`config.mk`:
```
export PLATFORM = sky130hd
export DESIGN_NAME = sort4_ctrl
export DESIGN_NICKNAME = d
export VERILOG_FILES = /design/src/rtl/sort4_ctrl.sv
export SDC_FILE = /design/constraint.sdc
export NUM_CORES = 1
export LEC_CHECK = 0
export BUFFER_PORTS_ARGS = -buffer_cell sky130_fd_sc_hd__buf_2
export CAP_MARGIN = 30
export CORE_MARGIN = 4
export CORE_UTILIZATION = 43
export CTS_CLUSTER_SIZE = 40
export DETAILED_ROUTE_END_ITERATION = 7
export SLEW_MARGIN = 10
export SYNTH_ARGS = -nofsm -noshare
export SYNTH_HDL_FRONTEND = slang
export SYNTH_SLANG_ARGS = --single-unit
```
`constraint.sdc`:
```
create_clock -name clk -period 4.2 [get_ports clk]
set_input_delay 0.21 -clock clk [delete_from_list [all_inputs] [get_ports clk]]
set_output_delay 0.21 -clock clk [all_outputs]
set_load 0.01 [all_outputs]
```
`src/rtl/sort4_ctrl.sv`:
```
// Four-entry ascending sorter: one shared unsigned comparator, bubble schedule with early exit.
// Optional SORT4_SWAP_COUNT_EN adds swap_count (swaps made by the most recent sort).
module sort4_ctrl #(
  parameter int unsigned WIDTH = 4
) (
  input  logic             clk,
  input  logic             rst,
  input  logic             load,
  input  logic [1:0]       load_idx,
  input  logic [WIDTH-1:0] load_data,
  input  logic             start,
  input  logic [1:0]       out_idx,
  output logic [WIDTH-1:0] out_data,
  output logic             busy,
  output logic             done
`ifdef SORT4_SWAP_COUNT_EN
  ,
  output logic [3:0]       swap_count
`endif
);

  localparam int unsigned N = 4;

  typedef enum logic [1:0] {
    S_IDLE,
    S_SORT,
    S_DONE
  } state_t;

  state_t           state_q;
  logic [WIDTH-1:0] arr_q [N];
  logic [1:0]       pass_q;
  logic [1:0]       j_q;
  logic             swapped_q;

  logic [1:0] j_nxt_c;
  logic       gt_c;

  // Shared comparator always looks at the current adjacent pair.
  assign j_nxt_c  = j_q + 2'd1;
  assign gt_c     = arr_q[j_q] > arr_q[j_nxt_c];
  assign out_data = arr_q[out_idx];

  always_ff @(posedge clk) begin
    if (rst) begin
      state_q   <= S_IDLE;
      busy      <= 1'b0;
      done      <= 1'b0;
      pass_q    <= 2'd0;
      j_q       <= 2'd0;
      swapped_q <= 1'b0;
      for (int i = 0; i < N; i++) arr_q[i] <= '0;
    end else begin
      case (state_q)
        S_SORT: begin
          if (gt_c) begin
            arr_q[j_q]     <= arr_q[j_nxt_c];
            arr_q[j_nxt_c] <= arr_q[j_q];
          end
          if (j_q == 2'd2) begin
            // Pass ends: stop when nothing moved this pass or the last pass is done.
            if (!(swapped_q || gt_c) || (pass_q == 2'd2)) begin
              state_q <= S_DONE;
              busy    <= 1'b0;
              done    <= 1'b1;
            end else begin
              pass_q    <= pass_q + 2'd1;
              j_q       <= 2'd0;
              swapped_q <= 1'b0;
            end
          end else begin
            j_q       <= j_nxt_c;
            swapped_q <= swapped_q | gt_c;
          end
        end
        default: begin
          done <= 1'b0;
          if (load) arr_q[load_idx] <= load_data;
          if (start) begin
            state_q   <= S_SORT;
            busy      <= 1'b1;
            pass_q    <= 2'd0;
            j_q       <= 2'd0;
            swapped_q <= 1'b0;
          end else begin
            state_q <= S_IDLE;
          end
        end
      endcase
    end
  end

`ifdef SORT4_SWAP_COUNT_EN
  logic start_acc_c;
  logic swap_c;

  assign start_acc_c = (state_q != S_SORT) && start;
  assign swap_c      = (state_q == S_SORT) && gt_c;

  always_ff @(posedge clk) begin
    if (rst || start_acc_c) begin
      swap_count <= 4'd0;
    end else if (swap_c) begin
      swap_count <= swap_count + 4'd1;
    end
  end
`endif

endmodule

```
# After elaboration in Yosys (flattened, before gate mapping)
# Memories as Yosys holds them, arrays and structs flattened. A register that Yosys moved wholly into a read port is not among the register bits.
# Cells that the tools add are included.
# W data, S select, Z words.
# totals
memories,1
wordCells,72
mem_bits_rw,16
reg_bits,9
out_inout_bits,6
# mem_list
name,depth,word_bits,read_ports,rd_ports_with_merged_regs,wr,line_no,text
arr_q,4,4,3,1,4,31,logic [WIDTH-1:0] arr_q [N];
# op_classes
bitwise,2
n_eq_ne,7
order_cmp,1
n_mux,40
n_reduce_logical,13
add_sub_neg,2
# ops
operator,n
$mux W2,15
$mux W1,22
$mux W4,3
$reduce_or A4 Y1,3
$ne A2 B2 Y1 const B,3
$reduce_and A2 Y1,3
$reduce_and A3 Y1,2
$add A2 B1 Y2 const B,2
$eq A2 B2 Y1 const B,2
$gt A4 B4 Y1,1
$ne A3 B3 Y1 const B,1
$eq A2 B1 Y1 const B,1
$logic_or A1 B1 Y1,2
$reduce_bool A2 Y1,1
$reduce_or A2 Y1,1
$logic_not A1 Y1,1
$not A1 Y1,1
$or A1 B1 Y1,1

# Longest topological paths before layout
# Gate-level depths: netlist (run 1).
# An unclocked memory read counts as a cell.
# depth
word_depth,11
depth_mapped,12

# Least setup slack after synthesis (run 1)
# OpenSTA, ideal clock, no wires.
# synth_path
path_type,flip-flop to flip-flop
start,register j_q[0]
end,"memory arr_q[2][0], enable pin"
path_buffers,2
t_required_ns,3.934
t_arrival_ns,3.186
setup_slack_ns,0.747
path_stages_with_launch,13
synth_period_minus_slack_ns,3.453
path_cell_list,dfxtp_1 -> clkbuf_1 -> inv_1 -> ha_1 -> mux4_2 -> inv_1 -> ha_1 -> nor2b_4 -> o211a_4 -> o21a_1 -> buf_6 -> and2_1 -> a311o_1
# synth_lines
item,line_no,text
"start, declared",33,logic [1:0] j_q;
"start signal, assigned",72,j_q <= j_nxt_c;
"end, declared",31,

==> metrics.md, run 1 <==
| Metric | Value |
|---|---|
| Highest cell delay on the worst timing path | 550 ps |
| Vertical die dimension | 73.29 um |
| Initial antenna violation count | 0 |
| Final Max Tran Viols | 0 |
| Fmax achieved | 0.2607 GHz |
| Number of synthesized register bits | 27 |
| Post-route worst setup slack | 364.1 ps |
| Signed area change from the synthesized netlist to the final layout | 9.147% |
| Post-synthesis share of cell area spent on full adders, half adders and majority gates | 0.06826 |
| Yosys cell types | 39 |
| EDFF count, synth | 16 |
| Synthesized netlist net count | 178 |
| Combinational family with the most area after synthesis | compound AO/OA/AOI/OAI gates |
| Type of element launching the critical path | flop |
| Async set-or-reset flop fraction in the synthesized netlist | 0 |
| Multiplexer area fraction after synthesis | 0.1782 |
| CP cell instances | inv_1 -> ha_1 -> mux4_2 -> inv_1 -> ha_1 -> and4_1 -> nor3_2 -> o21a_1 -> and2_1 -> a311o_1 |
| Count of H-tree levels built during CTS | 1 |
| Top-area cell type share of the netlist area | 0.2621 |
| Largest net degree at the start of global routing | 21 |
| Cells taking the most area after synthesis | sky130_fd_sc_hd__edfxtp_1, sky130_fd_sc_hd__mux4_2, sky130_fd_sc_hd__dfxtp_1, sky130_fd_sc_hd__ha_1, sky130_fd_sc_hd__a22o_1 |
| Power density normalized to cell area | 337.2 nW/um2 |
| Chip Width | 73.29 um |
| Classification of the worst setup path | reg -> reg |
| Share of the cycle needed by the critical path after routing | 0.9133 |
| Worst reg-to-reg path cell count | 10 |
| CTS tree | built |
| Routability cong. | 0.9148 |
| Critical path peak fanout | 20 |
| Clock-pin slew reported for the worst setup and hold paths after clock tree synthesis | 100 ps |
| Clock network power share | 0.237 |
| Sum of negative setup slack | 0 ps |
| Worst r2r dst | arr_q[2][3]$_DFFE_PP_ |
| Sort of element at the end of the critical path | flop |
| End of the worst hold path | swapped_q$_SDFFE_PP0N_ |
| Detailed placer's ending HPWL | 3.490 mm |
| Post-layout util | 0.4931 |
| Primary flip-flop cell chosen by synthesis mapping | sky130_fd_sc_hd__edfxtp_1 |
| Wire length of the first global-routing pass | 7.307 mm |
| Worst hold slack after final layout | 156.1 ps |
| Hold violation total from the final report | 0 |
| Required arrival time at the worst endpoint | 4190 ps |
| Count of hold-fix buffers inserted at cts | 0 |
| Worst-margin pin slew | 614.5 ps |
| Vias in the first global route | 1430 |
| Overflow after GRT | 0 |
| Share of post-route cells with drive strength above 1 | 0.3041 |
| Master cell of the clock root buffer | sky130_fd_sc_hd__clkbuf_8 |
| WP buf/inv | 2 |
| Sequential fraction of design power | 0.481 |
| Pre-CTS worst setup slack | 388.0 ps |
| R2r startpoint | j_q[0]$_SDFFE_PP0N_ |
| Leakage Power | 0.8153 nW |
| Worst R2R Setup Slack | 360 ps |
| Tightest Hold Check Type | in -> reg |
| Core box area | 4058 um2 |
| Cell family contributing the most delay on the critical path | compound AO/OA/AOI/OAI gates |
| WP data arrival | 3820 ps |
| Post-synthesis simple-gate area fraction | 0.1154 |
| Post-cts gate resize count | 0 |
| Share of power burned in combinational logic | 0.282 |
| Synthesized area divided by synthesized cell count | 11.75 um2 |
| Proportion of total power due to net switching | 0.3191 |
| Commonest non-fill, non-tap cells in the layout | sky130_fd_sc_hd__buf_2, sky130_fd_sc_hd__edfxtp_1, sky130_fd_sc_hd__mux4_2 |
| Max-capacitance violation count | 0 |
| Total cell area at the placement stage | 1951 um2 |
| RSZ-0062 raised after global routing | false |
| Warnings from Yosys | 0 |
| Fraction of the mapped netlist area in compound gates | 0.2171 |
| Skew-Pair Late Insertion Delay | 280 ps |
| Setup clock skew after layout | 4.531 ps |
| Post-layout instance area | 2001 um2 |
| Pre-antenna DRT Iters | 4 |
| Count of mapped cells out of synthesis | 156 |
| Number of failing setup endpoints in the final timing report | 0 |
| Crit. Startpoint | j_q[0]$_SDFFE_PP0N_ |
| Xor/xnor share of the synthesized area | 0 |
| Average vias per placed instance | 6.624 |
| Clock Sink Count | 27 |
| Fill cells | 360 |
| Buffer count from post-CTS setup fixing | 0 |
| DR vias | 1464 |
| Most common cell after layout, fill and taps aside | sky130_fd_sc_hd__buf_2 |
| Buffer depth of the longest clock path | 2 |
| Min-delay src | start |
| Net switching component of the power | 0.2153 mW |
| Hold path depth | 2 |
| Slowest-stage cell, CP | sky130_fd_sc_hd__dfxtp_1 |
| Final layout net count | 194 |
| Total number of placement rows | 23 |
| Internal power | 0.4593 mW |
| Remaining antenna violation count | 0 |
| Effective utilization at floorplan | 0.4517 |
| Headroom to the max-slew limit | 0.5903 |
| Run status | completed |
| Port Buf Inserts | 17 |
| VDD IR-drop max | 0.1481 mV |
| Wire length per cell after detailed routing | 20.28 um |
| Overall fraction of global-route tracks in use | 0.1779 |
| Initial drt markers | 261 |
| Post-route DRC violation count | 0 |
| Part of the Yosys area used for sequential elements | 0.3823 |
| Cell Area, Synth | 1833 um2 |
| Total wire length after detailed routing | 4.482 mm |
| Minimum clock period | 3836 ps |
| Total die area | 5371 um2 |
| Sequential cell area | 700.7 um2 |
| Number of primary I/O pins | 18 |
| Area of the multi-input gates | 1061 um2 |
| CTS buffer count | 3 |
| Cell accounting for the most synthesized area | sky130_fd_sc_hd__edfxtp_1 |
| Diodes inserted | 0 |
[worst max-delay path by stage]
stage / endpoint / slack [ps] / depth (start not counted)
floorplan: arr_q[2][0]$_DFFE_PP_ / 750 / 12
global placement: arr_q[2][1]$_DFFE_PP_ / 510 / 10
detailed placement: arr_q[2][2]$_DFFE_PP_ / 390 / 10
CTS: arr_q[2][3]$_DFFE_PP_ / 370 / 10
global route: arr_q[2][3]$_DFFE_PP_ / 80 / 10
finish: arr_q[2][3]$_DFFE_PP_ / 360 / 10
[worst reg2reg max path, cell delays in order (launching register included)]
cell and delay, ps:
sky130_fd_sc_hd__dfxtp_1 550, sky130_fd_sc_hd__inv_1 160, sky130_fd_sc_hd__ha_1 430, sky130_fd_sc_hd__mux4_2 550
sky130_fd_sc_hd__inv_1 70, sky130_fd_sc_hd__ha_1 270, sky130_fd_sc_hd__and4_1 230, sky130_fd_sc_hd__nor3_2 170
sky130_fd_sc_hd__o21a_1 550, sky130_fd_sc_hd__and2_1 310, sky130_fd_sc_hd__a311o_1 250
[final cells by class]
| class | instances | share of cell area |
|---|---|---|
| timing repair buffer | 17 | 0.04253 |
| clock inverter | 1 | 0.004378 |
| sequential | 27 | 0.3502 |
| inverter | 11 | 0.02064 |
| multi-input combinational | 112 | 0.5303 |
| tap | 50 | 0.03127 |
| clock buffer | 3 | 0.02064 |
[state kept, by name (all words and copies together), names as in the netlist, named ones only]
name       count
busy           1
arr_q         16
swapped_q      1
done           1
pass_q         2
state_q        2
j_q            2
[cells in the mapped netlist, drive strengths merged, types with 3 or more instances]
| cell type | count |
|---|---|
| nor2 | 5 |
| inv | 11 |
| clkbuf | 5 |
| o21ai | 4 |
| a32o | 3 |
| nand2 | 9 |
| dfxtp | 11 |
| ha | 10 |
| a22o | 8 |
| and3 | 11 |
| a21o | 4 |
| edfxtp | 16 |
| mux2 | 5 |
| o211ai | 4 |
| nand2b | 5 |
| a31o | 8 |
| mux4 | 12 |
[power groups by stage]
stage	logic, mW	registers [mW]	clock network, mW
finish	0.190	0.325	0.160
detailed placement	0.188	0.329	0
global route	0.207	0.326	0.172
global placement	0.185	0.329	0
CTS	0.190	0.323	0.162
floorplan	0.146	0.320	0
[layer usage]
| layer | track usage | up-vias | share of wire |
|---|---|---|---|
| met2 | 0.2900 | 76 | 0.49 |
| met1 | 0.2428 | 716 | 0.41 |
| li1 | - | 662 | - |
| met3 | 0.03694 | 10 | 0.083 |
| met4 | 0.04427 | 0 | 0.015 |
| met5 | 0 | - | 0 |
[stage by stage]
| stage | power (mW) | cells |
|---|---|---|
| after floorplan | 0.4662 | 156 |
| after global placement | 0.5143 | 217 |
| after detailed placement | 0.5173 | 217 |
| after CTS | 0.6756 | 221 |
| after global routing | 0.7057 | 221 |
| final | 0.6746 | 221 |
[logic make-up (layout without fill, tap and decap cells)]
| logic type | count (synthesis) | after routing |
|---|---|---|
| multiplexers | 17 | 17 |
| flip-flops | 27 | 27 |
| adder cells (fa/ha/maj) | 10 | 10 |
| buffers and inverters | 17 | 32 |
| AND/OR/NAND/NOR | 37 | 37 |
| AO/OA/AOI/OAI | 48 | 48 |
No activity file was read; power rests on OpenSTA's default activity.
==> run 2, diff against run 1 <==
--- a/config.mk
+++ b/config.mk
@@ -5,6 +5,7 @@
 export SDC_FILE = /design/constraint.sdc
 export NUM_CORES = 1
 export LEC_CHECK = 0
+export ABC_AREA = 1
 export BUFFER_PORTS_ARGS = -buffer_cell sky130_fd_sc_hd__buf_2
 export CAP_MARGIN = 30
 export CORE_MARGIN = 4
==> constraint.sdc (replaced) <==
create_clock -name clk -period 4 [get_ports clk]
set_input_delay 0.2 -clock clk [delete_from_list [all_inputs] [get_ports clk]]
set_output_delay 0.2 -clock clk [all_outputs]
set_load 0.01 [all_outputs]
==> run 2 against run 1 <==
Against the previous run:
- register-to-register slack better by 250 ps
- count of clock-buffer cells in the layout unchanged
- via count grew 17%
- first-iteration DRC count down 59%
- combinational power grew to 3.2 times the previous value
- synthesized cell count up 67%
- clock skew grew 0.71 ps
- critical path type unchanged
- largest cell class unchanged
==> metrics.md, run 2 <==
| Metric | Value |
|---|---|
| Worst R2R Setup Slack | 610 ps (+250 ps) |
| Most frequent cell after synthesis | sky130_fd_sc_hd__nand2_1 |
| Classification of the worst setup path | reg -> reg |
| Fmax achieved | 0.2954 GHz (+13%) |
| Worst-margin pin slew | 466.3 ps (-148.2 ps) |
| Internal power | 0.6284 mW (+37%) |
| Signed area change from the synthesized netlist to the final layout | 7.718% |
| Clock-pin slew reported for the worst setup and hold paths after clock tree synthesis | 90 ps (about the same) |
| Largest net degree at the start of global routing | 18 (-14%) |
| Core box area | 4144 um2 (+2.1%) |
| Async set-or-reset flop fraction in the synthesized netlist | 0 (unchanged) |
| Clock network power share | 0.129 (-0.108) |
| Overflow after GRT | 0 (unchanged) |
| CTS tree | built |
| Port Buf Inserts | 17 (unchanged) |
| Initial antenna violation count | 0 (unchanged) |
| Part of the Yosys area used for sequential elements | 0.3694 (-0.01286) |
| Sequential fraction of design power | 0.364 (-0.117) |
| List of most frequent post-synthesis cells | sky130_fd_sc_hd__nand2_1, sky130_fd_sc_hd__inv_1, sky130_fd_sc_hd__a21oi_1 |
| Headroom to the max-slew limit | 0.6888 (+0.09844) |
| Synthesized netlist net count | 282 (+58%) |
| Net switching component of the power | 0.5794 mW (+170%) |
| DR vias | 1717 (+17%) |
| Share of power burned in combinational logic | 0.507 (+0.225) |
| Power density normalized to cell area | 591.2 nW/um2 (+75%) |
| Chip Width | 74.42 um (+1.5%) |
| Skew-Pair Late Insertion Delay | 270 ps (about the same) |
| Initial drt markers | 108 (-59%) |
| Number of primary I/O pins | 18 (unchanged) |
| EDFF count, synth | 16 (unchanged) |
| VDD IR-drop max | 0.3081 mV (+110%) |
| Post-route DRC violation count | 0 (unchanged) |
| Warnings from Yosys | 0 (unchanged) |
| Vias in the first global route | 1643 (+15%) |
| Pre-antenna DRT Iters | 4 (unchanged) |
| Wire length of the first global-routing pass | 7.955 mm (+8.9%) |
| CTS buffer count | 3 (unchanged) |
| Effective utilization at floorplan | 0.4577 (+0.005987) |
| End of the worst hold path | state_q[1]$_SDFFE_PP0P_ |
| Cell accounting for the most synthesized area | sky130_fd_sc_hd__edfxtp_1 |
| Number of synthesized register bits | 27 (unchanged) |
| Critical path peak fanout | 17 (-15%) |
| Clock Sink Count | 27 (unchanged) |
| Minimum clock period | 3386 ps (-450.3 ps) |
| Count of hold-fix buffers inserted at cts | 0 (unchanged) |
| Total wire length after detailed routing | 4.734 mm (+5.6%) |
| Diodes inserted | 0 (unchanged) |
| Total die area | 5538 um2 (+3.1%) |
| Worst reg-to-reg path cell count | 19 (+9) |
| Type of element launching the critical path | flop |
| Buffer count from post-CTS setup fixing | 0 (unchanged) |
| Buffer depth of the longest clock path | 2 (unchanged) |
| Cell Area, Synth | 1897 um2 (+3.5%) |
| Required arrival time at the worst endpoint | 3990 ps (-200 ps) |
| Sort of element at the end of the critical path | flop |
| Cells taking the most area after synthesis | sky130_fd_sc_hd__edfxtp_1, sky130_fd_sc_hd__nand2_1, sky130_fd_sc_hd__dfxtp_1, sky130_fd_sc_hd__inv_1, sky130_fd_sc_hd__ha_1 |
| Remaining antenna violation count | 0 (unchanged) |
| Top-area cell type share of the netlist area | 0.2533 (-0.008818) |
| Share of the cycle needed by the critical path after routing | 0.8464 (-0.06690) |
| Average vias per placed instance | 5.251 (-21%) |
| Yosys cell types | 26 (-33%) |
| Tightest Hold Check Type | in -> reg |
| Commonest non-fill, non-tap cells in the layout | sky130_fd_sc_hd__nand2_1, sky130_fd_sc_hd__inv_1, sky130_fd_sc_hd__a21oi_1 |
| Synthesized area divided by synthesized cell count | 7.295 um2 (-38%) |
| Hold violation total from the final report | 0 (unchanged) |
| Largest register FFs | 16 (unchanged) |
| Count of mapped cells out of synthesis | 260 (+67%) |
| Final Max Tran Viols | 0 (unchanged) |
| Hold path depth | 2 (unchanged) |
| R2r startpoint | j_q[0]$_SDFFE_PP0N_ |
| Run status | completed |
| Sum of negative setup slack | 0 ps (unchanged) |
| Final layout net count | 300 (+55%) |
| Setup clock skew after layout | 5.238 ps (+0.7073 ps) |
| Leakage Power | 0.9264 nW (+14%) |
| Register with the highest flop count | arr_q |
| Primary flip-flop cell chosen by synthesis mapping | sky130_fd_sc_hd__edfxtp_1 |
| Number of failing setup endpoints in the final timing report | 0 (unchanged) |
| Routability cong. | 0.8912 (-2.6%) |
| Overall fraction of global-route tracks in use | 0.1898 (+0.01191) |
| Max-capacitance violation count | 0 (unchanged) |
| WP data arrival | 3380 ps (-440 ps) |
| Total chip power | 1.208 mW (+79%) |
| Worst r2r dst | arr_q[2][1]$_DFFE_PP_ |
| Proportion of total power due to net switching | 0.4797 (+0.1606) |
| Detailed placer's ending HPWL | 3.722 mm (+6.7%) |
| Vertical die dimension | 74.42 um (+1.5%) |
| Share of post-route cells with drive strength above 1 | 0.1408 (-0.1633) |
| Most common cell after layout, fill and taps aside | sky130_fd_sc_hd__nand2_1 |
| Total number of placement rows | 23 (unchanged) |
| Min-delay src | rst |
| RSZ-0062 raised after global routing | false |
| Wire length per cell after detailed routing | 14.48 um (-29%) |
| Post-cts gate resize count | 0 (unchanged) |
| Count of H-tree levels built during CTS | 1 (unchanged) |
| Master cell of the clock root buffer | sky130_fd_sc_hd__clkbuf_8 |
[run 2: worst max path at each step]
stage                         from                    end  slack, ps  cells after the start
6_report       j_q[0]$_SDFFE_PP0N_  arr_q[2][1]$_DFFE_PP_        610                     19
5_1_grt        j_q[0]$_SDFFE_PP0N_  arr_q[2][1]$_DFFE_PP_        200                     19
3_3_place_gp   j_q[0]$_SDFFE_PP0N_  arr_q[2][3]$_DFFE_PP_        790                     19
3_5_place_dp   j_q[0]$_SDFFE_PP0N_  arr_q[2][3]$_DFFE_PP_        680                     19
4_1_cts        j_q[0]$_SDFFE_PP0N_  arr_q[2][1]$_DFFE_PP_        660                     19
2_1_floorplan  j_q[0]$_SDFFE_PP0N_  arr_q[1][0]$_DFFE_PP_       1240                     20
[run 2: power by group through the flow]
stage | Clock [mW] | Sequential, mW | Combinational (mW)
after floorplan | 0 | 0.406 | 0.495
after global placement | 0 | 0.447 | 0.598
after detailed placement | 0 | 0.445 | 0.602
after CTS | 0.158 | 0.439 | 0.607
after global routing | 0.169 | 0.449 | 0.707
final | 0.155 | 0.440 | 0.613
[run 2: through the flow]
stage / cell area, um2 / util / hold WS [ps] / std cells / worst slack (ps)
3_3_place_gp: 1997 / 0.4819 / 449.3 / 323 / 785.4
3_5_place_dp: 1997 / 0.4819 / 458.1 / 323 / 679.4
4_1_cts: 2043 / 0.4931 / 234.3 / 327 / 658.8
2_1_floorplan: 1897 / - / 401.9 / 260 / 1243
5_1_grt: 2043 / 0.4931 / 248.0 / 327 / 202.8
6_report: 2043 / 0.4931 / 236.7 / 327 / 614.3
[run 2: logic make-up after synthesis]
logic type               after synthesis  synth area share
flip-flops                            27            0.3694
AO/OA/AOI/OAI                         60            0.1748
buffers and inverters                 42            0.1022
adder cells (fa/ha/maj)               10           0.06596
AND/OR/NAND/NOR                      121            0.2876
[run 2: critical path: stages (launching register included)]
cell,delay [ps]
sky130_fd_sc_hd__dfxtp_1,450
sky130_fd_sc_hd__inv_1,270
sky130_fd_sc_hd__ha_1,400
sky130_fd_sc_hd__inv_1,100
sky130_fd_sc_hd__a21oi_1,120
sky130_fd_sc_hd__o21ai_0,90
sky130_fd_sc_hd__nand2_1,150
sky130_fd_sc_hd__inv_1,60
sky130_fd_sc_hd__ha_1,290
sky130_fd_sc_hd__nand2_1,50
sky130_fd_sc_hd__inv_1,70
sky130_fd_sc_hd__nand2_1,50
sky130_fd_sc_hd__nand2_1,60
sky130_fd_sc_hd__nand2_2,100
sky130_fd_sc_hd__nor2_8,230
sky130_fd_sc_hd__nand2_1,100
sky130_fd_sc_hd__nand2_1,110
sky130_fd_sc_hd__inv_1,60
sky130_fd_sc_hd__nand2_1,140
sky130_fd_sc_hd__nand3_1,190
[run 2: metal layers]
layer | part of all wire | vias to the layer above | track usage
li1 | - | 892 | -
met1 | 0.50 | 781 | 0.2618
met2 | 0.43 | 38 | 0.3054
met3 | 0.051 | 6 | 0.02838
met4 | 0.014 | 0 | 0.06126
met5 | 0 | - | 0
[run 2: cell type report]
type | instances | area, um2
flip-flops and latches | 27 | 700.7
repair buffers | 17 | 85.08
inverters | 38 | 146.4
multi-input cells | 191 | 1002
well taps | 50 | 62.56
clock buffers | 3 | 41.29
fillers | 424 | 2101
clock inverters | 1 | 5.005
